## config.mk

```make
export PLATFORM = sky130hd
export DESIGN_NAME = sram_port_arbiter
export DESIGN_NICKNAME = d
export VERILOG_FILES = /design/src/rtl/sram_port_arbiter.sv
export SDC_FILE = /design/constraint.sdc
export NUM_CORES = 1
export LEC_CHECK = 0
export ABC_AREA = 1
export CAP_MARGIN = 40
export CORE_AREA = 2 2 235 237
export CTS_BUF_LIST = sky130_fd_sc_hd__clkbuf_8
export CTS_CLUSTER_DIAMETER = 40
export DETAILED_ROUTE_END_ITERATION = 10
export DIE_AREA = 0 0 237 239
export GPL_ROUTABILITY_DRIVEN = 0
export PLACE_DENSITY = 0.39
export SYNTH_ARGS = -nofsm -noshare
export SYNTH_HDL_FRONTEND = slang
export SYNTH_SLANG_ARGS = --single-unit
```

## constraint.sdc

```tcl
create_clock -name clk -period 6.14 [get_ports clk]
set_input_delay 0.921 -clock clk [delete_from_list [all_inputs] [get_ports clk]]
set_output_delay 0.921 -clock clk [all_outputs]
set_load 0.05 [all_outputs]
```

## src/rtl/sram_port_arbiter.sv

```systemverilog
// sram_port_arbiter: shares one synchronous-SRAM port between instruction fetch and data access.
//   clk, rst (async, active-high)
//   inst_sram_* : fetch request in, fetch read data out, stallreq_if when fetch loses
//   data_sram_* : data request in, load data out, stallreq_mem when data loses
//   mem_*       : unified memory port; mem_rdata is valid the cycle after a read
module sram_port_arbiter #(
  parameter int ADDR_W     = 64,
  parameter int DATA_W     = 64,
  parameter int STARVE_MAX = 4
) (
  input  logic                clk,
  input  logic                rst,
  input  logic                inst_sram_en,
  input  logic [DATA_W/8-1:0] inst_sram_we,
  input  logic [ADDR_W-1:0]   inst_sram_addr,
  input  logic [DATA_W-1:0]   inst_sram_wdata,
  output logic [DATA_W-1:0]   inst_sram_rdata,
  output logic                stallreq_if,
  input  logic                data_sram_en,
  input  logic [DATA_W/8-1:0] data_sram_we,
  input  logic [ADDR_W-1:0]   data_sram_addr,
  input  logic [DATA_W-1:0]   data_sram_wdata,
  output logic [DATA_W-1:0]   data_sram_rdata,
  output logic                stallreq_mem,
  output logic                mem_en,
  output logic [DATA_W/8-1:0] mem_we,
  output logic [ADDR_W-1:0]   mem_addr,
  output logic [DATA_W-1:0]   mem_wdata,
  input  logic [DATA_W-1:0]   mem_rdata
);
  localparam int CNT_W = $clog2(STARVE_MAX + 1);
  localparam logic [CNT_W-1:0] CNT_MAX = CNT_W'(STARVE_MAX);
  typedef enum logic [1:0] {RD_NONE, RD_INST, RD_DATA} rd_t;
  rd_t              r_rd_q, w_rd_d;
  logic [CNT_W-1:0] r_starve_cnt, w_starve_d;
  logic [DATA_W-1:0] r_inst_hold, r_data_hold;
  logic             w_gnt_inst, w_gnt_data;
  assign w_gnt_inst = inst_sram_en & (~data_sram_en | r_starve_cnt == CNT_MAX);
  assign w_gnt_data = data_sram_en & ~w_gnt_inst;
  always_comb begin
    w_rd_d     = (w_gnt_inst & ~|inst_sram_we) ? RD_INST :
                 (w_gnt_data & ~|data_sram_we) ? RD_DATA : RD_NONE;
    // fetch losing implies data won, so the saturating count only moves while fetch waits
    w_starve_d = (w_gnt_inst | ~inst_sram_en) ? '0 :
                 (data_sram_en & w_gnt_data & r_starve_cnt != CNT_MAX) ? r_starve_cnt + 1'b1 :
                 r_starve_cnt;
  end
  always_ff @(posedge clk or posedge rst) begin
    if (rst) begin
      r_rd_q       <= RD_NONE;
      r_starve_cnt <= '0;
      r_inst_hold  <= '0;
      r_data_hold  <= '0;
    end else begin
      r_rd_q       <= w_rd_d;
      r_starve_cnt <= w_starve_d;
      if (r_rd_q == RD_INST) r_inst_hold <= mem_rdata;
      if (r_rd_q == RD_DATA) r_data_hold <= mem_rdata;
    end
  end
  assign mem_en          = ~rst & (w_gnt_inst | w_gnt_data);
  assign mem_we          = rst ? '0 : w_gnt_inst ? inst_sram_we : w_gnt_data ? data_sram_we : '0;
  assign mem_addr        = w_gnt_inst ? inst_sram_addr : w_gnt_data ? data_sram_addr : '0;
  assign mem_wdata       = w_gnt_inst ? inst_sram_wdata : w_gnt_data ? data_sram_wdata : '0;
  assign stallreq_if     = ~rst & inst_sram_en & ~w_gnt_inst;
  assign stallreq_mem    = ~rst & data_sram_en & ~w_gnt_data;
  assign inst_sram_rdata = (r_rd_q == RD_INST) ? mem_rdata : r_inst_hold;
  assign data_sram_rdata = (r_rd_q == RD_DATA) ? mem_rdata : r_data_hold;
endmodule

```

After elaboration in Yosys (flattened, before gate mapping) --
Index checks and enable logic that the tools add are counted. Widths: inputs -> output; s select.
Storage, ports and cells: flip-flop bits (word level) 133, output and inout bits 267
Operators by class: add/subtract/negate cells 1, equality and inequality tests 4, mux-type cells 13, bitwise operators 19, reduce and logical (&&, ||, !) cells 5
Operators with widths (number):
- $mux 64 | 6
- $mux 8 | 3
- $reduce_or 8->1 | 2
- $and 1x1->1 | 11
- $mux 3 | 2
- $not 1->1 | 5
- $mux 2 | 2
- $add 3x1->3 const B | 1
- $eq 3x3->1 const B | 1
- $ne 3x3->1 const B | 1
- $or 1x1->1 | 3
- $eq 2x1->1 const B | 1
- $eq 2x2->1 const B | 1
- $logic_not 1->1 | 2
- $reduce_bool 2->1 | 1

Depth between registers and ports, before layout --
Gate-level depths: netlist of run 1.
depth in word-level cells 9, depth in mapped cells 10, mapped depth without buffers 8

Worst setup path before layout of run 1 --
OpenSTA, ideal clock, no wires.
path kind input port to output port, start point input rst, end point output mem_we[2], arrival time 4837 ps, setup slack 382 ps, stages 3, buffers on the path 0, path through inv_1 -> o21ai_0 -> nor2_1
On the way: longest elaborated chain between the ends 1
Ends and longest elaborated chain:
- from (decl) | RTL line 12 | input logic rst,
- $mux 8 | RTL line 62 | assign mem_we = rst ? '0 : w_gnt_inst ? inst_sram_we : w_gnt_data ? data_sram_we : '0;
- to (decl) | RTL line 26 | output logic [DATA_W/8-1:0] mem_we,
Every way passes these cells.

Worst setup path in the final report of run 1 --
start point input data_sram_en, end point output mem_addr[47]
On the way: longest elaborated chain between the ends 7
Ends and longest elaborated chain:
- from (decl) | RTL line 19 | input logic data_sram_en,
- $not 1->1 | RTL line 38 | assign w_gnt_inst = inst_sram_en & (~data_sram_en | r_starve_cnt == CNT_MAX);
- $or 1x1->1 | RTL line 38
- $and 1x1->1 | RTL line 38
- $not 1->1 | RTL line 39 | assign w_gnt_data = data_sram_en & ~w_gnt_inst;
- $and 1x1->1 | RTL line 39
- $mux 64 | RTL line 63 | assign mem_addr = w_gnt_inst ? inst_sram_addr : w_gnt_data ? data_sram_addr : '0;
- $mux 64 * | RTL line 63
- to (decl) | RTL line 27 | output logic [ADDR_W-1:0] mem_addr,
Every way passes the cells marked *; elsewhere a longest branch is shown, timed or not.

==> run summary, run 1 <==
Die area = 56640 um^2
Die width = 237 um
Cts-stage hold buffer count = 0
Total number of vias = 8626
Most common cell after layout, fill and taps aside = clkdlybuf4s50_1
Worst flop-to-flop path startpoint = r_starve_cnt[0]
Number of port buffers = 606
HPWL after DPL = 37390 um
Met3 GRT Util = 6.963%
Yosys top cell area share = 47.53%
Most frequent cells in the layout = 597 x clkdlybuf4s50_1, 386 x nand2_1, 142 x nand3_1, 133 x dfrtp_1, 107 x o21ai_0
Crit path time final = 4715 ps
Post-synthesis compound-gate area fraction = 9.864%
Routed Antenna Nets = 0
Number of antenna violations at the first check in global routing = 28
CTS tree = built
Critical path startpoint = data_sram_en
Post-Syn Instances = 969
Lkg Pwr = 6.478 nW
DRC = 0
Vias in the first global route = 8726
Reg2Reg Setup Slack = 4000 ps
Layout cells sized above 1 = 3.692%
CP startpoint kind = input pin
Worst r2r dst = r_rd_q[1]
Slew headroom = 50.75%
Seq/Total Area, Yosys = 47.53%
Slew Viols, Final = 0
Max-Cap Viols = 0
Max Clk Rate = 0.2121 GHz
R2R cell count = 8
Yosys cell types = 23
Syn avg cell area = 7.226 um^2
Top post-synthesis cells by area = dfrtp_1 48%, nand2_1 21%, nand3_1 10%, o21ai_0 7.6%, inv_1 3.8%
Post-Synth Adder-Cell Area = 0.3574%
Area leader, netlist = dfrtp_1
Root Buffer = clkbuf_8
CP arrival = 3790 ps
Peak supply drop = 98.70 uV
TritonRoute pass-1 iters = 5
GR Util met1 = 15.05%
Final setup fails = 0
Fillcell total = 5963
Required @ worst endpoint = 5220 ps
Post-Syn Nets = 1311
Core region area = 54340 um^2
GRT Resource Usage Total = 15.46%
Inserted Clock Buffers = 17
PwrDens = 199.9 nW/um^2
Largest net degree at the start of global routing = 139
Starting Density = 12.89%
Global-route wire length before repair = 62440 um
H-tree levels = 4
Post-CTS Resized = 0
Worst Skew = 8.722 ps
I/O Pins = 607
1st-iter DRT viols = 370
Largest family of logic cells by synthesized area = simple AND/OR/NAND/NOR gates
Post-Synth Simple-Gate Area = 32.26%
Seq cells post-synth = 133
GRT met2 Usage = 27.15%
Die H = 239 um
Synth Cell Area = 7002 um^2
Final Power = 2.824 mW
Slew at the pin closest to its max-slew limit = 738.7 ps
Maximum fanout along the worst path = 138
Setup bufs post-CTS = 0
GRT overflow = 0
Setup TNS = 0 ps
CTS Buffer Depth = 2
RSZ-0062 raised after global routing = false
Final cycle utilization of the critical path = 76.79%
Busiest grt layer = met2
Worst Hold Path EP = r_starve_cnt[0]
Worst hold path depth = 1
Xor/xnor share of the synthesized area = 0.1251%
Worst skew pair latency = 470 ps
Drt total wl = 45040 um
Clock-pin slew on the worst setup and hold paths = 70 ps
Nets@finish = 1873
Crit. End Element = primary output
Via density per instance = 3.820
Worst hold-check path type = register to register
Final hold violation count = 0
Rows = 86
Worst Min Path Start = r_starve_cnt[0]
Multiplexer share of the synthesized area = 0%
CP Class = input pin to primary output
CTS Sinks = 133
Synth Warn # = 0
Status = finished clean
Area Overhead vs Synth = 101.8%
Drt wl/cell = 19.94 um
## logic make-up (layout without fill, tap and decap cells)
family / count (synthesis) / in the layout
xor+xnor: 1 / 1
other cells: 0 / 10
fa+ha+maj: 2 / 2
simple gates: 549 / 549
flops: 133 / 133
buf+inv: 146 / 721
compound gates: 138 / 138
## sequential cells by signal (all words and copies together) (netlist names)
signal and cells:
r_data_hold 64, r_inst_hold 64, r_rd_q 2, r_starve_cnt 3
## critical path, cell delays in order
cell and delay, ps:
buf_4 460, nand2_1 410, nand2_4 200, buf_12 440, nand3_1 280, nand2_1 110, clkdlybuf4s50_1 820
## stage by stage
step | std cells | area (um^2) | setup slack [ps] | utilization, % | hold WS, ps
6_report | 2258 | 14130 | 1425 | 26.00 | 473.7
4_1_cts | 2248 | 14100 | 1457 | 25.95 | 476.6
2_1_floorplan | 969 | 7002 | 382.1 | - | 442.8
3_5_place_dp | 2216 | 13720 | 1438 | 25.24 | 468.9
3_3_place_gp | 2212 | 13610 | 1466 | 25.04 | 471.5
5_1_grt | 2251 | 14110 | 1294 | 25.96 | 495.4
## layer usage
layer  wire [um]  share of wire (%)
met5         160               0.36
met4        2225                4.9
met3        4361                9.7
met2       22510                 50
met1       15770                 35
## layout make-up
class / count / area, um^2 / area share, %
multi-input combinational: 690 / 2998 / 21.22
timing repair buffer: 618 / 6238 / 44.16
clock buffer: 18 / 247.7 / 1.754
tap: 704 / 880.8 / 6.236
antenna: 10 / 25.02 / 0.1771
sequential: 133 / 3328 / 23.56
clock inverter: 14 / 136.4 / 0.9655
inverter: 71 / 271.5 / 1.922
## synth_stat cells, drive strengths merged
cell,n
a21oi,9
buf,63
clkbuf,12
dfrtp,133
ha,2
inv,71
nand2,388
nand3,142
nand4,2
nor2,10
nor3,5
nor3b,1
o21ai,129
or2,1
xnor2,1
## worst max path at each step
stage / slack, ps / to / cells past startpoint
after floorplan: 380 / mem_we[2] / 3
after global placement: 1470 / mem_addr[47] / 7
after detailed placement: 1440 / mem_addr[47] / 7
after CTS: 1460 / mem_addr[47] / 7
after global routing: 1290 / mem_addr[12] / 7
final: 1430 / mem_addr[47] / 7
## report_power, final
part / internal, mW / switching [mW] / leakage (nW)
Clock: 0.367 / 0.367 / 0.192
Combinational: 0.441 / 0.714 / 5.05
Sequential: 0.923 / 0.0120 / 1.23
Total: 1.73 / 1.09 / 6.48
Note: power is estimated with default switching activity, not from simulation.
==> inputs of run 2 (changes only) <==
--- a/config.mk
+++ b/config.mk
@@ -13,7 +13,7 @@
 export DETAILED_ROUTE_END_ITERATION = 10
 export DIE_AREA = 0 0 237 239
 export GPL_ROUTABILITY_DRIVEN = 0
-export PLACE_DENSITY = 0.39
+export PLACE_DENSITY = 0.4
 export SYNTH_ARGS = -nofsm -noshare
 export SYNTH_HDL_FRONTEND = slang
 export SYNTH_SLANG_ARGS = --single-unit
==> constraint.sdc (replaced) <==
create_clock -name clk -period 4 [get_ports clk]
set_input_delay 0.6 -clock clk [delete_from_list [all_inputs] [get_ports clk]]
set_output_delay 0.6 -clock clk [all_outputs]
set_load 0.05 [all_outputs]
==> run 2 against run 1 <==
Compared with the run above: flip-flop and latch count unchanged; wire length is 1.7% higher; utilization is 2.5 points higher.
==> run summary, run 2 (synthesized netlist as in run 1, its figures left out) <==
Clock-pin slew on the worst setup and hold paths = 90 ps
Rows = 86
Worst r2r dst = r_rd_q[1]
Root Buffer = clkbuf_8
Largest net degree at the start of global routing = 138
Final hold violation count = 0
Via density per instance = 3.819
Lkg Pwr = 7.137 nW
CP startpoint kind = register
R2R cell count = 7
I/O Pins = 607
Most common cell after layout, fill and taps aside = clkdlybuf4s50_1
Die area = 56640 um^2
Worst skew pair latency = 460 ps
Drt wl/cell = 20.23 um
Starting Density = 12.89%
CTS Sinks = 133
Inst Count DP = 2219
Area Overhead vs Synth = 121.0%
Die width = 237 um
Max Clk Rate = 0.2719 GHz
Status = finished clean
Worst hold-check path type = register to register
Setup bufs post-CTS = 0
Post-CTS Resized = 0
Largest regs = r_data_hold x64, r_inst_hold x64, r_starve_cnt x3
Max-Cap Viols = 0
Slowest cell on crit path = dfrtp_1
Number of antenna violations at the first check in global routing = 34
Crit. End Element = primary output
Worst Skew = 9.096 ps
Global-route wire length before repair = 63050 um
Slew at the pin closest to its max-slew limit = 915.0 ps
Worst flop-to-flop path startpoint = r_starve_cnt[0]
RSZ-0062 raised after global routing = false
Inserted Clock Buffers = 17
PwrDens = 294.8 nW/um^2
CP arrival = 3080 ps
Max incr delay on CP = 390 ps
CP Class = register to primary output
Reg2Reg Setup Slack = 2040 ps
Total number of vias = 8646
HPWL after DPL = 38000 um
CTS tree = built
Setup TNS = 0 ps
Slew headroom = 39.00%
Peak supply drop = 132.8 uV
Crit-path most repeated cell = nand2_1
Crit path time final = 3678 ps
Final setup fails = 0
H-tree levels = 4
Worst hold path depth = 1
Routed Antenna Nets = 0
Layout cells sized above 1 = 12.16%
Vias in the first global route = 8893
Required @ worst endpoint = 3400 ps
Critical-path cell list = inv_1, ha_1, nand2_1, nand2_1, nand2_4, buf_12, buf_4, nand3_1, nand2_1, buf_12
Number of port buffers = 606
GRT overflow = 0
1st-iter DRT viols = 416
GRT Resource Usage Total = 15.61%
Die H = 239 um
Final cycle utilization of the critical path = 91.94%
TritonRoute pass-1 iters = 5
DRC = 0
Core region area = 54340 um^2
Drt total wl = 45790 um
Worst Hold Path EP = r_starve_cnt[0]
Cts-stage hold buffer count = 0
Maximum fanout along the worst path = 94
CTS Buffer Depth = 2
Most frequent cells in the layout = 469 x clkdlybuf4s50_1, 386 x nand2_1, 142 x nand3_1, 141 x buf_12, 133 x dfrtp_1
Slew Viols, Final = 0
Nets@finish = 1876
Fin cells = 2264
Worst Min Path Start = r_starve_cnt[0]
run 2: changes by cell type in the layout (fill, tap and decap cells not counted), moves of 2 or more:
| cell | previous run | this run |
|---|---|---|
| buf_12 | 2 | 141 |
| buf_16 | 4 | 0 |
| buf_4 | 15 | 11 |
| clkdlybuf4s50_1 | 597 | 469 |
| clkinvlp_4 | 4 | 6 |
| diode_2 | 10 | 14 |
run 2: cell type report:
class / instances / area [um^2]
Inverter: 71 / 272.8
Sequential cell: 133 / 3328
Fill cell: 5861 / 38870
Timing Repair Buffer: 621 / 7600
Clock inverter: 13 / 110.1
Tap cell: 704 / 880.8
Multi-Input combinational cell: 690 / 2998
Clock buffer: 18 / 247.7
Antenna cell: 14 / 35.03
run 2: worst max-delay path by stage:
stage,startpoint,end,slack [ps],cells after the start
3_5_place_dp,inst_sram_en,mem_wdata[58],760,7
5_1_grt,r_starve_cnt[0],mem_wdata[58],60,10
4_1_cts,r_starve_cnt[0],mem_wdata[58],180,10
2_1_floorplan,rst,mem_we[2],380,3
3_3_place_gp,r_starve_cnt[0],mem_wdata[61],760,10
6_report,r_starve_cnt[0],mem_wdata[58],320,10
run 2: per-stage QoR:
stage	instance area (um^2)	setup WS (ps)	hold slack, ps	total power [mW]	utilization [%]
after global routing	15460	63.44	515.0	4.776	28.45
final	15470	322.3	487.7	4.562	28.47
after global placement	15080	764.0	469.6	3.531	27.75
after floorplan	7005	376.5	442.8	2.401	-
after detailed placement	15080	759.5	466.8	3.535	27.75
after CTS	15440	180.7	485.7	4.659	28.41
run 2: worst max-delay path, delay by kind of cell (launching register included):
| family | cells | cell delay (ps) |
|---|---|---|
| fa+ha+maj | 1 | 190 |
| simple gates | 5 | 1080 |
| buf+inv | 4 | 890 |
| flops | 1 | 390 |
run 2: metal layers:
layer / vias up / wire (um) / GRT usage, %
li1: 4231 / - / -
met3: 82 / 4528 / 7.356
met2: 381 / 24020 / 28.78
met1: 3924 / 15310 / 14.52
met4: 28 / 1734 / 7.384
met5: - / 204 / 0
run 2: power by group:
group          leakage, nW  switching (mW)  internal (mW)
clock                0.173           0.577          0.499
sequential            1.23          0.0192           1.42
combinational         5.73            1.15          0.898
total                 7.14            1.75           2.81
==> inputs of run 3 (changes only) <==
--- a/config.mk
+++ b/config.mk
@@ -10,10 +10,12 @@
 export CORE_AREA = 2 2 235 237
 export CTS_BUF_LIST = sky130_fd_sc_hd__clkbuf_8
 export CTS_CLUSTER_DIAMETER = 40
+export CTS_CLUSTER_SIZE = 12
 export DETAILED_ROUTE_END_ITERATION = 10
 export DIE_AREA = 0 0 237 239
 export GPL_ROUTABILITY_DRIVEN = 0
 export PLACE_DENSITY = 0.4
+export SKIP_LAST_GASP = 1
 export SYNTH_ARGS = -nofsm -noshare
 export SYNTH_HDL_FRONTEND = slang
 export SYNTH_SLANG_ARGS = --single-unit
==> results of run 3 <==
The final DEF is identical to that of run 2; final timing and power are the same.
